File: src/rtl/index_loader_pkg.sv
// Shared sizing constants and FSM state encoding for the index vector loader.
package index_loader_pkg;

    localparam int unsigned WORD_W     = 64;
    localparam int unsigned WORDS      = 14;
    localparam int unsigned ADDR_W     = 16;
    localparam int unsigned VEC_W      = 896;
    localparam int unsigned MAX_CREDIT = 2;
    localparam int unsigned CREDIT_W   = 2;

    typedef enum logic [2:0] {
        StIdle,
        StWaitCredit,
        StIssue,
        StDrain,
        StPublish
    } state_e;

endpackage

File: src/rtl/idx_credit_ctr.sv
// Saturating credit counter tracking free index registers in the controller.
module idx_credit_ctr
    import index_loader_pkg::*;
#(
    parameter int unsigned MaxCredit = MAX_CREDIT,
    parameter int unsigned CountW    = CREDIT_W
) (
    input  logic              clk,
    input  logic              rst,
    input  logic              inc,
    input  logic              dec,
    output logic [CountW-1:0] count,
    output logic              sat_err
);

    localparam logic [CountW-1:0] CountMax = CountW'(MaxCredit);

    logic [CountW-1:0] count_q, count_d;
    logic              err_q, err_d;

    always_comb begin
        count_d = count_q;
        err_d   = err_q;
        if (inc && !dec) begin
            // A release with every register already free means the controller lost track.
            if (count_q == CountMax) begin
                err_d = 1'b1;
            end else begin
                count_d = count_q + CountW'(1);
            end
        end else if (dec && !inc && (count_q != '0)) begin
            count_d = count_q - CountW'(1);
        end
    end

    always_ff @(posedge clk) begin
        if (rst) begin
            count_q <= CountMax;
            err_q   <= 1'b0;
        end else begin
            count_q <= count_d;
            err_q   <= err_d;
        end
    end

    assign count   = count_q;
    assign sat_err = err_q;

endmodule

File: src/rtl/index_vector_loader.sv
// Streams WORDS consecutive SRAM words into one index vector, gated by controller credit.
module index_vector_loader #(
    parameter int unsigned WORD_W = index_loader_pkg::WORD_W,
    parameter int unsigned WORDS  = index_loader_pkg::WORDS,
    parameter int unsigned ADDR_W = index_loader_pkg::ADDR_W
) (
    input  logic                    clk,
    input  logic                    rst,
    input  logic                    start,
    input  logic [ADDR_W-1:0]       base_addr,
    input  logic                    consumed,
    output logic                    sram_rd_en,
    output logic [ADDR_W-1:0]       sram_rd_addr,
    input  logic [WORD_W-1:0]       sram_rd_data,
    output logic [WORDS*WORD_W-1:0] index_vector_buffer,
    output logic                    index_en,
    output logic                    busy,
    output logic                    credit_err
);
    import index_loader_pkg::*;

    localparam int unsigned CntW = (WORDS > 1) ? $clog2(WORDS) : 1;
    localparam logic [CntW-1:0] LastWord = CntW'(WORDS - 1);

    state_e                  state_q, state_d;
    logic [ADDR_W-1:0]       base_q, base_d;
    logic [CntW-1:0]         word_q, word_d;
    logic                    rd_valid_q;
    logic [CntW-1:0]         rd_idx_q;
    logic [WORDS*WORD_W-1:0] buf_q;
    logic [CREDIT_W-1:0]     credit;
    logic                    credit_ok;

    assign credit_ok = (credit != '0);

    idx_credit_ctr #(
        .MaxCredit(MAX_CREDIT),
        .CountW   (CREDIT_W)
    ) u_credit (
        .clk    (clk),
        .rst    (rst),
        .inc    (consumed),
        .dec    (index_en),
        .count  (credit),
        .sat_err(credit_err)
    );

    always_comb begin
        state_d      = state_q;
        base_d       = base_q;
        word_d       = word_q;
        sram_rd_en   = 1'b0;
        sram_rd_addr = '0;
        index_en     = 1'b0;
        unique case (state_q)
            StIdle: begin
                if (start) begin
                    base_d  = base_addr;
                    word_d  = '0;
                    state_d = credit_ok ? StIssue : StWaitCredit;
                end
            end
            StWaitCredit: begin
                if (credit_ok) begin
                    state_d = StIssue;
                end
            end
            StIssue: begin
                sram_rd_en   = 1'b1;
                // Address wraps naturally at 2^ADDR_W.
                sram_rd_addr = base_q + ADDR_W'(word_q);
                word_d       = word_q + CntW'(1);
                if (word_q == LastWord) begin
                    word_d  = '0;
                    state_d = StDrain;
                end
            end
            StDrain: begin
                state_d = StPublish;
            end
            StPublish: begin
                index_en = 1'b1;
                state_d  = StIdle;
            end
            default: begin
                state_d = StIdle;
            end
        endcase
    end

    always_ff @(posedge clk) begin
        if (rst) begin
            state_q <= StIdle;
            base_q  <= '0;
            word_q  <= '0;
        end else begin
            state_q <= state_d;
            base_q  <= base_d;
            word_q  <= word_d;
        end
    end

    // Read data lags the strobe by one cycle; reset drops any read still in flight.
    always_ff @(posedge clk) begin
        if (rst) begin
            rd_valid_q <= 1'b0;
            rd_idx_q   <= '0;
            buf_q      <= '0;
        end else begin
            rd_valid_q <= sram_rd_en;
            rd_idx_q   <= word_q;
            if (rd_valid_q) begin
                buf_q[WORD_W*rd_idx_q +: WORD_W] <= sram_rd_data;
            end
        end
    end

    assign index_vector_buffer = buf_q;
    assign busy                = (state_q != StIdle);

endmodule

File: config.mk
export PLATFORM = sky130hd
export DESIGN_NAME = index_vector_loader
export DESIGN_NICKNAME = d
export VERILOG_FILES = /design/src/rtl/index_loader_pkg.sv /design/src/rtl/idx_credit_ctr.sv /design/src/rtl/index_vector_loader.sv
export SDC_FILE = /design/constraint.sdc
export NUM_CORES = 2
export LEC_CHECK = 0
export BUFFER_PORTS_ARGS = -buffer_cell sky130_fd_sc_hd__buf_4
export CORE_AREA = 2 2 394 396
export CTS_CLUSTER_DIAMETER = 150
export DETAILED_ROUTE_END_ITERATION = 7
export DIE_AREA = 0 0 396 398
export PLACE_DENSITY = 0.41
export SETUP_SLACK_MARGIN = 0.3
export SLEW_MARGIN = 10
export SYNTH_ARGS = -nofsm -noshare
export SYNTH_HDL_FRONTEND = slang
export SYNTH_SLANG_ARGS = --single-unit
export TNS_END_PERCENT = 10
File: constraint.sdc
create_clock -name clk -period 4.85 [get_ports clk]
set_clock_uncertainty 0.2 [all_clocks]
set_input_delay 1.2125 -clock clk [delete_from_list [all_inputs] [get_ports clk]]
set_output_delay 1.2125 -clock clk [all_outputs]
set_load 0.01 [all_outputs]
==> run_results.csv <==
group,metric,value,unit
grt,grt_max_degree,132,
floorplan,start_util,23.0,%
placed_design,hpwl,129,mm
placed_design,io_buffers,999,
sta,fin_crit,4290,ps
critical_path,worst_setup_path_end_kind,"primary output",
pwr,ir_drop,0.000283,V
sta,setup_viol,0,
logic_synthesis,synth.most_common_cell,"dfxtp_1",
detailed_routing,first_pass_iters,8,
critical_path,startpoint_type,"register",
logic_synthesis,yosys_warnings,0,
detailed_routing,remaining_drc_errors,0,
detailed_routing,viasPerCell,4.74,
placed_design,dp.cells,6622,
sta,maxSlewViolCount,0,
sta,rsz0062_at_grt,"no",
critical_path,critPathMaxStageDelay,450,ps
detailed_routing,drtIter0Drc,2356,
logic_synthesis,synth.area.top_cells,"dfxtp_1 53%, nand2_1 8.8%, a21oi_1 7.1%",
clock_network,clkSinkCount,927,
clock_network,cts_made_buffers,109,
layout,nNetsFinal,4782,
logic_synthesis,synth_edf_count,0,
detailed_routing,wl,191,mm
layout,fin_util,31.3,%
layout,stdcell_count,6816,
placed_design,gp_congestion,0.804,
floorplan,die_area,158000,µm²
critical_path,critPathLaunch,"word_q[0]",
sta,tightest_slew,1120,ps
critical_path,worst-path-buf-inv,1,
status,outcome,"finished clean",
floorplan,ioPinCount,1000,
floorplan,rows,144,
grt,grt_pass1_wl,259,mm
clock_network,post_cts_resized,0,
sta,final.period_utilization,88.5,%
critical_path,critPathTopFamily,"simple AND/OR/NAND/NOR gates",
layout,drive_gt1_share,30.5,%
critical_path,worstPathRequired,3440,ps
detailed_routing,num_vias,32300,
critical_path,rr_startpoint,"rd_idx_q[2]",
pwr,power.leakage,17.9,nW
clock_network,post_cts_buffers,0,
critical_path,crit_type,"register to primary output",
clock_network,clock-root-buffer,"clkbuf_16",
critical_path,critPathMaxFanout,7,
layout,fillers,16100,
logic_synthesis,syn-num-nets,4002,
grt,overflow,0,
logic_synthesis,synth_ff_type,"dfxtp_1",
clock_network,clk_path_buf_depth,3,
clock_network,clock_latency,710,ps
critical_path,path_cells,"ha_1 > fa_1 > nand3_1 > and2_1 > or3_1 > a21oi_2 > buf_4",
run,maxCapViolCount,0,
sta,fmax,233,MHz
logic_synthesis,avgSynthCellArea,9.01,µm²
detailed_routing,ant_nets,0,
pwr,finalPower,0.0169,W
logic_synthesis,async_flop_share,0,%
sta,relSlewSlack,25.1,%
logic_synthesis,ys_types,65,
clock_network,hold_buffers,0,
detailed_routing,wl_per_cell,28.1,µm
clock_network,cts_tree,"built",
pwr,power.density,353,nW/µm²
clock_network,cts_htree_levels,3,
grt,antenna_found_initial,16,
logic_synthesis,syn-instance-count,3909,
logic_synthesis,ys_seq_area_share,52.7,%
floorplan,core-area,153000,µm²
floorplan,die_x,396,µm
logic_synthesis,netlist_area,35200,µm²
logic_synthesis,yosysTopAreaCell,"dfxtp_1",
floorplan,die_y,398,µm
layout,syn_to_final_growth,36.1,%
sta,finalSetupTns,0,ps
critical_path,slowest_stage,"dfxtp_1",
grt,grt_pass1_vias,30500,
grt,grt_util_all_layers,23.2,%
logic_synthesis,synth_common_cells,"927 x dfxtp_1, 829 x nand2_1, 503 x a21oi_1, 377 x nand3_1, 220 x clkbuf_1",
sta,finalHoldViolCount,0,
clock_network,clkSlewWorstSetupHoldPaths,60,ps
worst_hold_path,min_from,"index_vector_buffer[495]",
logic_synthesis,synth_top_area_share,52.7,%
logic_synthesis,synth_seq_cells,927,
worst_hold_path,hold_path_class,"register to register",
critical_path,arrival,2880,ps
## worst register-to-register path, delay by kind of cell (launching register included)
kind	cells	cell delay [ps]
simple gates	3	1000
fa+ha+maj	1	670
flops	1	650
compound gates	1	520
buf+inv	1	380
mux	1	300
## report_power, final
group	switching (W)	internal (W)	total, W
Combinational	0.000789	0.000217	0.00101
Sequential	0.0000383	0.00766	0.00770
Clock	0.00351	0.00471	0.00822
Total	0.00434	0.0126	0.0169
## flip-flops by register name, indices dropped and copies added, names as in the netlist
signal               count
state_q                  3
rd_valid_q               1
u_credit.count           2
u_credit.sat_err         1
base_q                  16
rd_idx_q                 4
index_vector_buffer    896
word_q                   4
## path summary, 6_finish.rpt
| kind | endpoint | slack, ps | cells after the start |
|---|---|---|---|
| setup reg to reg | index_vector_buffer[144] | 1060 | 7 |
| hold / removal | index_vector_buffer[495] | 250 | 2 |
| setup / recovery | sram_rd_addr[10] | 560 | 7 |
| hold reg to reg | index_vector_buffer[495] | 250 | 2 |
## logic make-up (layout without fill, tap and decap cells)
family | count (synthesis) | count (layout) | share of synthesized area (%)
simple gates | 1589 | 1589 | 22.1
other cells | 0 | 4 | 0
fa+ha+maj | 9 | 9 | 0.341
buf+inv | 410 | 1269 | 5.36
mux | 130 | 130 | 3.69
compound gates | 837 | 837 | 15.6
flops | 927 | 927 | 52.7
xor+xnor | 7 | 7 | 0.195
## area by class of cell
class                           instances  area [µm²]  area share [%]
Tap cell                             2044        2560            5.33
Clock inverter                         29         310           0.647
Clock buffer                          161        3200            6.68
Multi-Input combinational cell       2572       14900            31.1
Sequential cell                       927       18600            38.7
Inverter                               12        45.0          0.0939
Antenna cell                            4        10.0          0.0209
Timing Repair Buffer                 1067        8330            17.4
## cells in the final DEF, fill, tap and decap left out, drive strengths merged, types with 5 or more instances in the layout
cell type  synthesis  routed
a21oi            593     593
a22o             208     208
a31oi              6       6
and2               8       8
and3               5       5
and4               6       6
buf              178    1067
clkbuf           220     161
clkinv             0      20
dfxtp            927     927
ha                 8       8
inv               12      14
mux2i            130     130
nand2            829     829
nand2b           132     132
nand3            467     467
nand3b             6       6
nand4              7       7
nor2              20      20
nor2b             72      72
nor3              10      10
o21ai              9       9
or3                8       8
xnor2              5       5
## through the flow
step / setup WS [ps] / hold WS (ps) / area, µm²
detailed placement: 1100 / 244 / 44400
CTS: 414 / 252 / 47900
floorplan: 1670 / 241 / 35200
global placement: 1130 / 239 / 44400
finish: 558 / 250 / 47900
global route: 401 / 267 / 47900
## per-layer routing
layer  vias to the layer above  GRT usage, %  part of all wire [%]  routed length [µm]
met4                         0          8.49                   3.6                6790
met2                      1266          37.9                    47               89800
met5                         -             0                     0                   0
li1                      14800             -                     -                   -
met3                       265          6.18                   7.7               14800
met1                     15900          29.1                    42               80000
Power figures use the tool's default switching activity.
